**config.mk**
```make
export PLATFORM = sky130hd
export DESIGN_NAME = fosfor_present_loader
export DESIGN_NICKNAME = d
export VERILOG_FILES = /design/src/rtl/fosfor_present_pkg.sv /design/src/rtl/fosfor_edge_detect.sv /design/src/rtl/fosfor_present_loader.sv
export SDC_FILE = /design/constraint.sdc
export NUM_CORES = 1
export LEC_CHECK = 0
export BUFFER_PORTS_ARGS = -buffer_cell sky130_fd_sc_hd__buf_2
export CAP_MARGIN = 20
export CORE_MARGIN = 2
export CORE_UTILIZATION = 51
export CTS_CLUSTER_SIZE = 30
export DETAILED_ROUTE_END_ITERATION = 6
export PLACE_DENSITY = 0.88
export SETUP_SLACK_MARGIN = 0.2
export SLEW_MARGIN = 20
export SYNTH_ARGS = -nofsm -noshare
export SYNTH_HDL_FRONTEND = slang
export SYNTH_SLANG_ARGS = --single-unit
```
**constraint.sdc**
```tcl
create_clock -name i_clk -period 2.6 [get_ports i_clk]
set_clock_uncertainty 0.15 [all_clocks]
set_input_delay 0.13 -clock i_clk [delete_from_list [all_inputs] [get_ports i_clk]]
set_output_delay 0.13 -clock i_clk [all_outputs]
set_load 0.1 [all_outputs]
```
**src/rtl/fosfor_present_pkg.sv**
```systemverilog
// Shared definitions for the PRESENT front end: data widths, frame lengths
// and the loader state encoding.
package fosfor_present_pkg;

  localparam int PRESENT_KEY_W   = 80;
  localparam int PRESENT_BLOCK_W = 64;
  localparam int NIBBLE_W        = 4;
  localparam int KEY_NIBBLES     = PRESENT_KEY_W / NIBBLE_W;    // 20
  localparam int DATA_NIBBLES    = PRESENT_BLOCK_W / NIBBLE_W;  // 16
  localparam int FRAME_NIBBLES   = KEY_NIBBLES + DATA_NIBBLES;  // 36
  localparam int COUNT_W         = 6;

  typedef enum logic [1:0] {
    IDLE      = 2'd0,
    LOAD_KEY  = 2'd1,
    LOAD_DATA = 2'd2,
    OFFER     = 2'd3
  } loader_state_e;

endpackage

```
**src/rtl/fosfor_edge_detect.sv**
```systemverilog
// Registered rising-edge detector.
// Ports:
//   i_clk    clock
//   i_reset  synchronous active-high reset; loads the history flop with RESET_VAL
//   i_sig    level input
//   o_rise   high for the one cycle where i_sig is high and was low last cycle
// With RESET_VAL = 1 a level that is already high when reset releases is
// not reported as an edge.
module fosfor_edge_detect #(
  parameter logic RESET_VAL = 1'b1
) (
  input  logic i_clk,
  input  logic i_reset,
  input  logic i_sig,
  output logic o_rise
);

  logic r_q;

  // NOTE: clocked state is always assigned with <= so every flop samples
  // pre-edge values and simulation matches the synthesized registers.
  always_ff @(posedge i_clk) begin
    if (i_reset) r_q <= RESET_VAL;
    else         r_q <= i_sig;
  end

  assign o_rise = i_sig & ~r_q;

endmodule

```
**src/rtl/fosfor_present_loader.sv**
```systemverilog
// Assembles an 80-bit key and a 64-bit plaintext block from strobed nibbles
// and offers them to the PRESENT core over a valid/ready handshake.
// Ports:
//   i_clk          clock
//   i_reset        synchronous active-high reset
//   i_nibble       input nibble, shifted in MSB-first on each strobe rising edge
//   i_strobe       transfer strobe (level; only rising edges count)
//   i_mode         frame type on a frame's first strobe: 1 = key+data, 0 = data only
//   i_ready        core accepts when high during o_valid
//   o_key          assembled key, stable while o_valid
//   o_data         assembled plaintext, stable while o_valid
//   o_valid        key+block offered to the core
//   o_busy         frame in progress
//   o_key_loaded   a complete key has been loaded since reset
//   o_overrun      sticky: a strobe edge arrived while the block was on offer
//   o_count        nibbles received in the current frame (debug)
module fosfor_present_loader
  import fosfor_present_pkg::*;
(
  input  logic                       i_clk,
  input  logic                       i_reset,
  input  logic [NIBBLE_W-1:0]        i_nibble,
  input  logic                       i_strobe,
  input  logic                       i_mode,
  input  logic                       i_ready,
  output logic [PRESENT_KEY_W-1:0]   o_key,
  output logic [PRESENT_BLOCK_W-1:0] o_data,
  output logic                       o_valid,
  output logic                       o_busy,
  output logic                       o_key_loaded,
  output logic                       o_overrun,
  output logic [COUNT_W-1:0]         o_count
);

  loader_state_e                r_state, w_state_next;
  logic [PRESENT_KEY_W-1:0]     r_key;
  logic [PRESENT_BLOCK_W-1:0]   r_data;
  logic [COUNT_W-1:0]           r_count;
  logic                         r_key_loaded;
  logic                         r_overrun;
  logic                         r_frame_key;   // current frame carries a key

  logic w_rise;
  logic w_cap_key;
  logic w_cap_data;
  logic w_clr_count;
  logic w_set_overrun;
  logic w_set_key_loaded;
  logic w_last_data;

  fosfor_edge_detect #(.RESET_VAL(1'b1)) u_strobe_edge (
    .i_clk   (i_clk),
    .i_reset (i_reset),
    .i_sig   (i_strobe),
    .o_rise  (w_rise)
  );

  // The count runs across the whole frame, so the last data nibble sits at a
  // different count for key+data frames than for data-only frames.
  assign w_last_data = r_frame_key ? (r_count == COUNT_W'(FRAME_NIBBLES - 1))
                                   : (r_count == COUNT_W'(DATA_NIBBLES - 1));

  // NOTE: every signal driven here gets a default first, so no path through
  // the case leaves one unassigned and no latch is inferred.
  always_comb begin
    w_state_next     = r_state;
    w_cap_key        = 1'b0;
    w_cap_data       = 1'b0;
    w_clr_count      = 1'b0;
    w_set_overrun    = 1'b0;
    w_set_key_loaded = 1'b0;
    case (r_state)
      IDLE: begin
        if (w_rise) begin
          if (i_mode) begin
            w_cap_key    = 1'b1;
            w_state_next = LOAD_KEY;
          end else if (r_key_loaded) begin
            w_cap_data   = 1'b1;
            w_state_next = LOAD_DATA;
          end
        end
      end
      LOAD_KEY: begin
        if (w_rise) begin
          w_cap_key = 1'b1;
          if (r_count == COUNT_W'(KEY_NIBBLES - 1)) begin
            w_set_key_loaded = 1'b1;
            w_state_next     = LOAD_DATA;
          end
        end
      end
      LOAD_DATA: begin
        if (w_rise) begin
          w_cap_data = 1'b1;
          if (w_last_data) w_state_next = OFFER;
        end
      end
      OFFER: begin
        // Key and data are frozen here; any new strobe edge is lost.
        w_set_overrun = w_rise;
        if (i_ready) begin
          w_clr_count  = 1'b1;
          w_state_next = IDLE;
        end
      end
      default: w_state_next = IDLE;
    endcase
  end

  always_ff @(posedge i_clk) begin
    if (i_reset) begin
      r_state      <= IDLE;
      r_key        <= '0;
      r_data       <= '0;
      r_count      <= '0;
      r_key_loaded <= 1'b0;
      r_overrun    <= 1'b0;
      r_frame_key  <= 1'b0;
    end else begin
      r_state <= w_state_next;
      if (w_cap_key)  r_key  <= {r_key[PRESENT_KEY_W-NIBBLE_W-1:0], i_nibble};
      if (w_cap_data) r_data <= {r_data[PRESENT_BLOCK_W-NIBBLE_W-1:0], i_nibble};
      if (w_clr_count)                  r_count <= '0;
      else if (w_cap_key || w_cap_data) r_count <= r_count + COUNT_W'(1);
      if (w_set_key_loaded) r_key_loaded <= 1'b1;
      if (w_set_overrun)    r_overrun    <= 1'b1;
      // Frame type is latched from the first accepted strobe only.
      if (r_state == IDLE && (w_cap_key || w_cap_data)) r_frame_key <= w_cap_key;
    end
  end

  assign o_key        = r_key;
  assign o_data       = r_data;
  assign o_valid      = (r_state == OFFER);
  assign o_busy       = (r_state != IDLE);
  assign o_key_loaded = r_key_loaded;
  assign o_overrun    = r_overrun;
  assign o_count      = r_count;

endmodule

```
==> impl_metrics.py, run 1 <==
metrics = {
    "global_routing": {
        "grt_max_degree": 66,
        "overflow": 0,
        "grt_pass1_wl_um": 21600,
        "grt_pass1_vias": 4640,
        "antenna_found_initial": 0,
        "grt_usage": 0.230,
    },
    "power": {
        "powerDensity_nw_per_um2": 711,
        "ir_drop_mv": 0.419,
        "pwr-share-clk": 0.466,
        "p_leak_nw": 2.96,
        "seqPwrFrac": 0.471,
        "power_frac_comb": 0.063,
        "p_switching_mw": 1.20,
        "p_int_mw": 3.93,
        "p_sw_frac": 0.233,
    },
    "clock_tree": {
        "cts_tree": "built",
        "clkTransAtPathRegs_ps": 60,
        "clockBufferDepth": 2,
        "cts.sinks": 156,
        "htreeDepth": 4,
        "cts_setup_buffers": 0,
        "clock_latency_ps": 530,
        "numCtsBuffers": 17,
        "root_buffer": "clkbuf_8",
    },
    "floorplanning": {
        "fp.coreArea_um2": 10800,
        "dieArea_um2": 11900,
        "num_rows": 38,
        "die_h_um": 109,
        "num_io_pins": 163,
        "start_util": 0.520,
        "die_w_um": 109,
    },
    "synthesis": {
        "synth_area_per_cell_um2": 7.93,
        "yosysWarnings": 0,
        "yosysTopAreaCellShare": 0.556,
        "syn-num-nets": 722,
        "yosys.area.top_type": "dfxtp_1",
        "synth.area.top_cells": "dfxtp_1 56%, nand2_1 20%, a21oi_1 13%",
        "synthCells": 708,
        "ys_seq_area_frac": 0.556,
        "ys_types": 33,
        "syn_area_um2": 5620,
        "synth_seq_cells": 156,
    },
    "final_layout": {
        "fin_nets": 871,
        "antennaDiodeCount": 0,
        "drive_above_1_share": 0.244,
        "stdcell_area_um2": 7210,
        "area_delta_synth_final_pct": 28.4,
        "final_util": 0.668,
    },
    "timing": {
        "worst_slew_pin_slew_ps": 542,
        "rsz0062_at_grt": "true",
        "maxSlewViolCount": 0,
        "timing.final.crit_period_ps": 2210,
        "fin_tns_setup_ps": 0,
        "fmax_mhz": 453,
        "finalHoldViolations": 0,
        "slew_headroom": 0.636,
        "setup_viol": 0,
        "hold_slack_ps": 236,
        "min_period_over_period": 0.849,
    },
    "worst_setup_path": {
        "worst-r2r-cell-count": 7,
        "endpoint_kind": "flip-flop",
        "crit_required_ps": 2900,
        "r2r_setup_slack_ps": 390,
        "critPathMaxFanout": 40,
        "start_kind": "flip-flop",
        "critical_path_class": "flip-flop to flip-flop",
        "r2r_start": "r_state[1]",
        "timing.rr.end": "o_data[32]",
        "crit_arrival_ps": 2500,
    },
    "drt": {
        "dr.pass1.iters": 4,
        "drtIter0Drc": 363,
        "wire_per_inst_um": 13.6,
        "route.vias.total": 5165,
        "drcViolationCount": 0,
        "viasPerCell": 5.11,
        "ant_nets": 0,
        "wirelength_um": 13700,
    },
    "run": {
        "cap_violations": 0,
    },
    "run_status": {
        "outcome": "finished clean",
    },
    "place": {
        "placed_area_um2": 6550,
        "port_buffers": 162,
        "dp_hpwl_um": 8600,
        "place_congestion": 0.806,
    },
    "hold_path": {
        "min_to": "u_strobe_edge.r_q",
        "hp-class": "primary input to flip-flop",
        "whs_path_depth": 3,
        "min_from": "i_strobe",
    },
}
[placed cells by master (no fill, tap or decap), types with 2 or more instances in the layout]
master,netlist,layout
clkbuf_1,23,3
o21ai_0,4,4
a21oi_1,149,148
dfxtp_2,0,2
nor4bb_1,2,2
clkbuf_8,0,4
nor2_1,11,10
nand2_1,292,292
clkinv_4,0,2
clkinvlp_4,0,4
a311oi_1,2,2
dfxtp_1,156,154
ha_1,5,5
bufinv_16,0,2
buf_12,0,6
dlygate4sd3_1,0,8
xnor2_1,3,3
mux2i_1,2,2
nand2b_1,4,3
nand3_1,2,2
buf_2,25,161
a31o_2,2,2
buf_4,0,4
inv_1,8,8
clkbuf_16,0,16
nor2b_1,2,2
[power groups by stage]
stage	Combinational [mW]	Clock, mW	Sequential (mW)
global placement	0.304	0	2.46
global route	0.348	2.53	2.41
finish	0.325	2.39	2.41
floorplan	0.207	0	2.50
CTS	0.318	2.42	2.41
detailed placement	0.306	0	2.47
[repair_timing]
| item | CTS | global route |
|---|---|---|
| endpoints found under the setup margin | 0 | 2 |
| hold buffers | 8 | 0 |
| hold endpoints to repair | 50 | 0 |
| resized for setup | 0 | 1 |
[sequential cells by signal, indices dropped and copies added (netlist names)]
register	flops
r_state	2
o_data	64
o_count	6
o_key_loaded	1
r_frame_key	1
u_strobe_edge.r_q	1
o_key	80
o_overrun	1
[critical path, stage by stage, from the launching register on]
cell and delay (ps):
dfxtp_1 340, inv_1 90, ha_1 310, nand3b_1 270
a21oi_4 450, buf_12 260, nand2_1 100, a21oi_1 150
[metal layers]
metal	track usage	routed length, µm	part of all wire	vias to the layer above
met2	0.373	6700	0.49	151
li1	-	-	-	2596
met1	0.279	5790	0.42	2386
met4	0.110	411	0.030	0
met5	0	0	0	-
met3	0.0693	828	0.060	32
[synth_stat cells]
cell type  number
nor4bb_1        2
nor2_1         11
a21oi_2         1
ha_1            5
a211oi_1        1
a31o_2          2
a21o_1          1
nor2b_1         2
a31oi_1         1
nand3b_1        1
mux2_1          1
or2_2           1
or2_1           1
o221a_2         1
xnor2_1         3
nor4_1          1
o221ai_1        1
nand2b_1        4
o21ai_0         4
nand3_1         2
a211o_1         1
a211oi_2        1
a311oi_1        2
o41a_1          1
a21oi_1       149
buf_2          25
nand2_1       292
clkbuf_1       23
dfxtp_1       156
nand4_1         1
mux2i_1         2
buf_6           1
inv_1           8
[stage by stage]
stage	setup slack, ps	total power, mW	instances
global route	176	5.29	1010
CTS	397	5.15	1010
detailed placement	423	2.77	970
floorplan	246	2.70	708
finish	392	5.13	1010
global placement	530	2.77	970
[how the worst max path moves through the flow]
stage | from | to | slack [ps] | depth (start not counted)
2_1_floorplan | o_count[2] | r_state[0] | 250 | 4
3_3_place_gp | r_state[0] | o_data[34] | 530 | 7
3_5_place_dp | r_state[1] | o_key[14] | 420 | 7
4_1_cts | r_state[1] | o_key[9] | 400 | 7
5_1_grt | r_state[1] | o_data[48] | 180 | 7
6_report | r_state[1] | o_data[32] | 390 | 7
[logic make-up (layout without fill, tap and decap cells)]
kind of cell | Yosys count | after routing | synth area share
AO/OA/AOI/OAI | 166 | 166 | 0.157
XOR/XNOR | 3 | 3 | 0.00468
adder cells (fa/ha/maj) | 5 | 5 | 0.0111
buffers and inverters | 57 | 219 | 0.0450
flip-flops | 156 | 156 | 0.556
multiplexers | 3 | 3 | 0.00557
AND/OR/NAND/NOR | 318 | 318 | 0.220
[layout make-up]
type | count | area (µm²)
multi-input combinational | 495 | 2260
clock inverter | 9 | 113
clock buffer | 23 | 467
fill | 854 | 3580
sequential | 156 | 3130
timing repair buffer | 179 | 1040
inverter | 8 | 30.0
tap | 140 | 175
(Power assumes the default switching activity.)
==> inputs of run 2 (changes only) <==
--- a/config.mk
+++ b/config.mk
@@ -5,6 +5,7 @@
 export SDC_FILE = /design/constraint.sdc
 export NUM_CORES = 1
 export LEC_CHECK = 0
+export ABC_AREA = 1
 export BUFFER_PORTS_ARGS = -buffer_cell sky130_fd_sc_hd__buf_2
 export CAP_MARGIN = 20
 export CORE_MARGIN = 2
==> constraint.sdc (replaced) <==
create_clock -name i_clk -period 2.2 [get_ports i_clk]
set_clock_uncertainty 0.15 [all_clocks]
set_input_delay 0.11 -clock i_clk [delete_from_list [all_inputs] [get_ports i_clk]]
set_output_delay 0.11 -clock i_clk [all_outputs]
set_load 0.1 [all_outputs]
==> run 2 against run 1 <==
Net effect: register-to-register slack got worse by 50 ps; area after synthesis barely moved; routed wire length fell by 2.4%; total power rose by 28%; global-route usage fell by 1.0 points; core utilization fell by 0.27 points; non-clock buffer count rose by 5; die area barely moved; clock-buffer cell count did not move; sequential power rose by 22%; final area fell by 0.40%; largest power group unchanged.
==> impl_metrics.py, run 2 <==
metrics = {
    "run_status": {
        "outcome": "finished clean",
    },
    "synthesis": {
        "syn_area_um2": 5610,
        "synthCells": 732,
        "ys_types": 18,
        "synth_most_common_cell": "nand2_1",
        "synth_area_per_cell_um2": 7.67,
        "synthFlopType": "dfxtp_1",
        "yosysWarnings": 0,
        "synthArstFlopShare": 0,
        "yosys-top-cells-count": "187 x nand2_1, 156 x dfxtp_1, 142 x nor2_1, 90 x a21oi_1, 65 x o21ai_0",
        "synth_edf_count": 0,
        "yosys.area.top_type": "dfxtp_1",
        "syn-num-nets": 746,
        "yosysTopAreaCellShare": 0.556,
        "synth.area.top_cells": "dfxtp_1 56%, nand2_1 13%, nor2_1 9.5%",
        "synth_seq_cells": 156,
        "ys_seq_area_frac": 0.556,
    },
    "clock_tree": {
        "clock_latency_ps": 530,
        "clockBufferDepth": 2,
        "numCtsBuffers": 17,
        "cts.sinks": 156,
        "cts_tree": "built",
        "clkTransAtPathRegs_ps": 60,
        "htreeDepth": 4,
        "root_buffer": "clkbuf_8",
    },
    "final_layout": {
        "fin_nets": 903,
        "antennaDiodeCount": 0,
        "stdcell_area_um2": 7180,
        "mostFrequentLayoutCells": "185 x nand2_1, 161 x buf_2, 153 x dfxtp_1",
        "layout_commonest_cell": "nand2_1",
        "largest_reg_flops": 80,
        "area_delta_synth_final_pct": 27.9,
        "drive_above_1_share": 0.236,
    },
    "floorplanning": {
        "dieArea_um2": 11900,
        "num_rows": 38,
        "num_io_pins": 163,
        "die_w_um": 109,
        "start_util": 0.520,
        "die_h_um": 109,
        "fp.coreArea_um2": 10800,
    },
    "timing": {
        "fin_tns_setup_ps": 0,
        "fmax_mhz": 537,
        "finalHoldViolations": 0,
        "worst_slew_pin_slew_ps": 572,
        "hold_slack_ps": 253,
        "setup_viol": 0,
        "fin_ws_ps": 339,
        "timing.final.crit_period_ps": 1860,
        "min_period_over_period": 0.846,
        "maxSlewViolCount": 0,
        "slew_headroom": 0.618,
        "rsz0062_at_grt": "true",
    },
    "power": {
        "p_leak_nw": 3.11,
        "ir_drop_mv": 0.633,
        "total_power_mw": 6.54,
        "powerDensity_nw_per_um2": 911,
    },
    "worst_setup_path": {
        "r2r_start": "r_state[0]",
        "critPathLaunch": "r_state[0]",
        "worst-r2r-cell-count": 8,
        "endpoint_kind": "output port",
        "path_cells": "inv_1, ha_4, clkinvlp_4, buf_4",
        "crit_arrival_ps": 1600,
        "path_depth": 4,
        "cp-endpoint": "o_busy",
        "crit_required_ps": 1940,
        "critical_path_class": "flip-flop to output port",
        "critPathSlowestCell": "dfxtp_1",
        "crit_family": "buffers and inverters",
        "critPathMaxFanout": 6,
        "timing.rr.end": "o_key[3]",
        "crit_path_max_incr_delay_ps": 360,
        "start_kind": "flip-flop",
        "r2r_setup_slack_ps": 340,
        "worst-path-buf-inv": 3,
    },
    "global_routing": {
        "antenna_found_initial": 0,
        "grt_usage": 0.220,
        "overflow": 0,
        "grt_max_degree": 81,
        "grt_pass1_vias": 4639,
        "grt_pass1_wl_um": 20600,
    },
    "drt": {
        "drtIter0Drc": 372,
        "route.vias.total": 5209,
        "wire_per_inst_um": 12.9,
        "wirelength_um": 13400,
        "drcViolationCount": 0,
        "viasPerCell": 5.02,
        "dr.pass1.iters": 5,
        "ant_nets": 0,
    },
    "place": {
        "placed_area_um2": 6520,
        "dp_hpwl_um": 8280,
        "dpl_worst_slack_ps": 166,
        "place_congestion": 0.870,
        "port_buffers": 162,
    },
    "run": {
        "cap_violations": 0,
    },
    "hold_path": {
        "hp-class": "primary input to flip-flop",
    },
}
==> run 2: cell types whose count changed in the layout (fill, tap and decap cells not counted), moves of 3 or more <==
cell,previous run,this run
nor2_1,10,142
nand2_1,292,185
clkinvlp_4,4,1
a21oi_1,148,90
buf_4,4,7
inv_1,8,15
nand2b_1,3,0
nand3_1,2,12
clkinv_2,1,4
o21ai_0,4,65
inv_2,0,3
==> run 2: power breakdown <==
group	leakage, nW	switching (mW)	internal, mW
sequential	1.26	0.0504	2.90
combinational	1.62	0.902	0.258
clock	0.239	1.03	1.40
total	3.11	1.98	4.56
==> run 2: logic make-up (layout without fill, tap and decap cells) <==
family	count (synthesis)	in the layout	share of synthesized area
adder cells (fa/ha/maj)	5	5	0.0111
buffers and inverters	66	231	0.0513
XOR/XNOR	3	3	0.00468
AND/OR/NAND/NOR	343	343	0.232
flip-flops	156	156	0.556
AO/OA/AOI/OAI	159	159	0.144
==> run 2: layout make-up <==
| class | count | area, µm² |
|---|---|---|
| fillers | 906 | 3610 |
| flip-flops and latches | 156 | 3130 |
| multi-input cells | 510 | 2230 |
| repair buffers | 184 | 1090 |
| clock buffers | 23 | 457 |
| well taps | 140 | 175 |
| inverters | 20 | 83.8 |
| clock inverters | 4 | 20.0 |
==> run 2: worst min-delay path by stage <==
stage	from	endpoint	depth (start not counted)	slack (ps)
2_1_floorplan	i_strobe	u_strobe_edge.r_q	2	40
3_3_place_gp	i_strobe	u_strobe_edge.r_q	3	140
3_5_place_dp	i_strobe	u_strobe_edge.r_q	3	150
4_1_cts	i_nibble[1]	o_data[1]	4	220
5_1_grt	i_nibble[0]	o_key[0]	4	260
6_report	i_nibble[0]	o_key[0]	4	250
==> run 2: worst min-delay path, stage by stage <==
cell and delay [ps]:
dlygate4sd3_1 530, buf_2 130, nand2_1 60, a21oi_1 60
==> run 2: layer usage <==
| layer | global-route usage | wire, µm |
|---|---|---|
| met1 | 0.257 | 5810 |
| met3 | 0.0789 | 966 |
| met2 | 0.358 | 6300 |
| met4 | 0.104 | 326 |
| met5 | 0 | 0 |
==> run 2: through the flow <==
step | util | std cells
global placement | 0.604 | 998
floorplan | - | 732
finish | 0.665 | 1037
CTS | 0.657 | 1034
global route | 0.665 | 1037
detailed placement | 0.604 | 998
==> run 2: repair_timing <==
action | 4_1_cts | 5_1_grt
setup endpoints to repair | 24 | 70
hold buffers | 9 | 0
buffers inserted | 0 | 1
hold endpoints to repair | 47 | 0
pin swaps | 0 | 0
resized for setup | 2 | 8
cloned | 0 | 2
==> inputs of run 3 (changes only) <==
--- a/config.mk
+++ b/config.mk
@@ -9,10 +9,10 @@
 export BUFFER_PORTS_ARGS = -buffer_cell sky130_fd_sc_hd__buf_2
 export CAP_MARGIN = 20
 export CORE_MARGIN = 2
-export CORE_UTILIZATION = 51
+export CORE_UTILIZATION = 46
 export CTS_CLUSTER_SIZE = 30
 export DETAILED_ROUTE_END_ITERATION = 6
-export PLACE_DENSITY = 0.88
+export PLACE_DENSITY = 0.84
 export SETUP_SLACK_MARGIN = 0.2
 export SLEW_MARGIN = 20
 export SYNTH_ARGS = -nofsm -noshare
==> constraint.sdc (replaced) <==
create_clock -name i_clk -period 1.7 [get_ports i_clk]
set_clock_uncertainty 0.15 [all_clocks]
set_input_delay 0.085 -clock i_clk [delete_from_list [all_inputs] [get_ports i_clk]]
set_output_delay 0.085 -clock i_clk [all_outputs]
set_load 0.1 [all_outputs]
==> run 3 against run 2 <==
Net effect: the flow now finishes with violations (DRC, setup timing); non-clock buffer count up 24; final area up 12%; hold slack worse by 230 ps; critical path depth up 5; routed wire length up 24%; largest cell class unchanged.
==> impl_metrics.py, run 3 (synthesized netlist as in run 2, its figures left out) <==
metrics = {
    "place": {
        "place_congestion": 0.877,
        "placedCellCount": 1009,
        "dp_hpwl_um": 8510,
        "port_buffers": 162,
    },
    "final_layout": {
        "largest_reg_flops": 80,
        "area_delta_synth_final_pct": 42.7,
        "fin_nets": 927,
        "layoutNonFillerInstCount": 1073,
        "fillers": 991,
        "layout_commonest_cell": "nand2_1",
        "mostFrequentLayoutCells": "185 x nand2_1, 147 x dfxtp_1, 134 x nor2_1",
        "drive_above_1_share": 0.298,
        "antennaDiodeCount": 0,
    },
    "run_status": {
        "failed_checks": "DRC, setup timing",
        "outcome": "complete, but fails checks",
    },
    "clock_tree": {
        "numCtsBuffers": 17,
        "clkTransAtPathRegs_ps": 60,
        "clockBufferDepth": 2,
        "cts.sinks": 156,
        "root_buffer": "clkbuf_16",
        "htreeDepth": 4,
        "cts_tree": "built",
        "clock_latency_ps": 420,
    },
    "floorplanning": {
        "num_rows": 40,
        "start_util": 0.469,
        "num_io_pins": 163,
        "dieArea_um2": 13100,
        "die_h_um": 114,
        "fp.coreArea_um2": 12000,
        "die_w_um": 114,
    },
    "timing": {
        "finalHoldViolations": 0,
        "fin_tns_setup_ps": -967,
        "setup_viol": 40,
        "slew_headroom": 0.662,
        "maxSlewViolCount": 0,
        "timing.final.crit_period_ps": 1770,
        "fin_ws_ps": -66.6,
        "worst_slew_pin_slew_ps": 511,
        "min_period_over_period": 1.04,
        "rsz0062_at_grt": "true",
        "fmax_mhz": 566,
    },
    "power": {
        "p_leak_nw": 3.47,
        "total_power_mw": 9.63,
        "powerDensity_nw_per_um2": 1200,
        "ir_drop_mv": 0.767,
    },
    "drt": {
        "route.vias.total": 5598,
        "ant_nets": 0,
        "drtIter0Drc": 573,
        "viasPerCell": 5.22,
        "wirelength_um": 16600,
        "drcViolationCount": 1,
        "dr.pass1.iters": 7,
        "wire_per_inst_um": 15.5,
    },
    "global_routing": {
        "grt_usage": 0.223,
        "grt_pass1_wl_um": 23500,
        "antenna_found_initial": 0,
        "overflow": 0,
        "grt_max_degree": 69,
        "grt_pass1_vias": 4872,
    },
    "worst_setup_path": {
        "critical_path_class": "flip-flop to flip-flop",
        "r2r_setup_slack_ps": -70,
        "crit_required_ps": 1890,
        "endpoint_kind": "flip-flop",
        "start_kind": "flip-flop",
        "critPathMaxFanout": 7,
        "crit_arrival_ps": 1960,
    },
    "run": {
        "cap_violations": 0,
    },
    "hold_path": {
        "hp-class": "primary input to flip-flop",
    },
}
-- run 3: where the power goes --
group	switching, mW	internal, mW	total [mW]
logic	1.31	0.627	1.94
registers	0.0760	3.75	3.83
clock network	1.48	2.39	3.87
-- run 3: timing repair --
| action | in CTS | in global routing |
|---|---|---|
| endpoints found under the setup margin | 159 | 187 |
| gates cloned | 4 | 11 |
| resized for setup | 16 | 59 |
| hold buffers | 7 | 0 |
| hold endpoints to repair | 18 | 0 |
| setup buffers | 4 | 6 |
| pin swaps | 2 | 3 |
-- run 3: worst paths after layout --
check	from	end	cells after the start
worst min-delay path	i_reset	o_key[35]	3
worst max register to register	r_state[0]	o_count[5]	9
worst max-delay path	r_state[0]	o_count[5]	9
worst min register to register	o_overrun	o_overrun	1
-- run 3: layout make-up --
| class | instances | area (µm²) | area share |
|---|---|---|---|
| clock inverters | 10 | 138 | 0.0172 |
| inverters | 20 | 93.8 | 0.0117 |
| clock buffers | 22 | 464 | 0.0580 |
| flip-flops and latches | 156 | 3140 | 0.392 |
| multi-input cells | 510 | 2310 | 0.288 |
| well taps | 147 | 184 | 0.0230 |
| repair buffers | 208 | 1680 | 0.210 |
-- run 3: critical path: stages, from the launching register on --
cell,delay (ps)
dfxtp_2,350
buf_4,110
ha_2,180
inv_2,70
a21oi_4,230
inv_4,110
buf_4,180
nand2_4,100
nand2_1,70
a21oi_1,150
-- run 3: layer usage --
| metal | up-vias | track usage | wire length [µm] |
|---|---|---|---|
| met5 | - | 0 | 0 |
| met4 | 0 | 0.0854 | 410 |
| met3 | 39 | 0.0651 | 1130 |
| met2 | 234 | 0.357 | 7990 |
| met1 | 2610 | 0.286 | 7070 |
| li1 | 2715 | - | - |
-- run 3: through the flow --
step           setup WS, ps  instance area (µm²)  hold slack, ps   util
4_1_cts                18.2                 7510            11.3  0.628
3_3_place_gp           67.4                 6660             119  0.557
6_report              -66.6                 8010            25.7  0.670
5_1_grt                -135                 8010            30.7  0.670
3_5_place_dp          -2.98                 6660             127  0.557
2_1_floorplan         -82.8                 5810            17.3      -
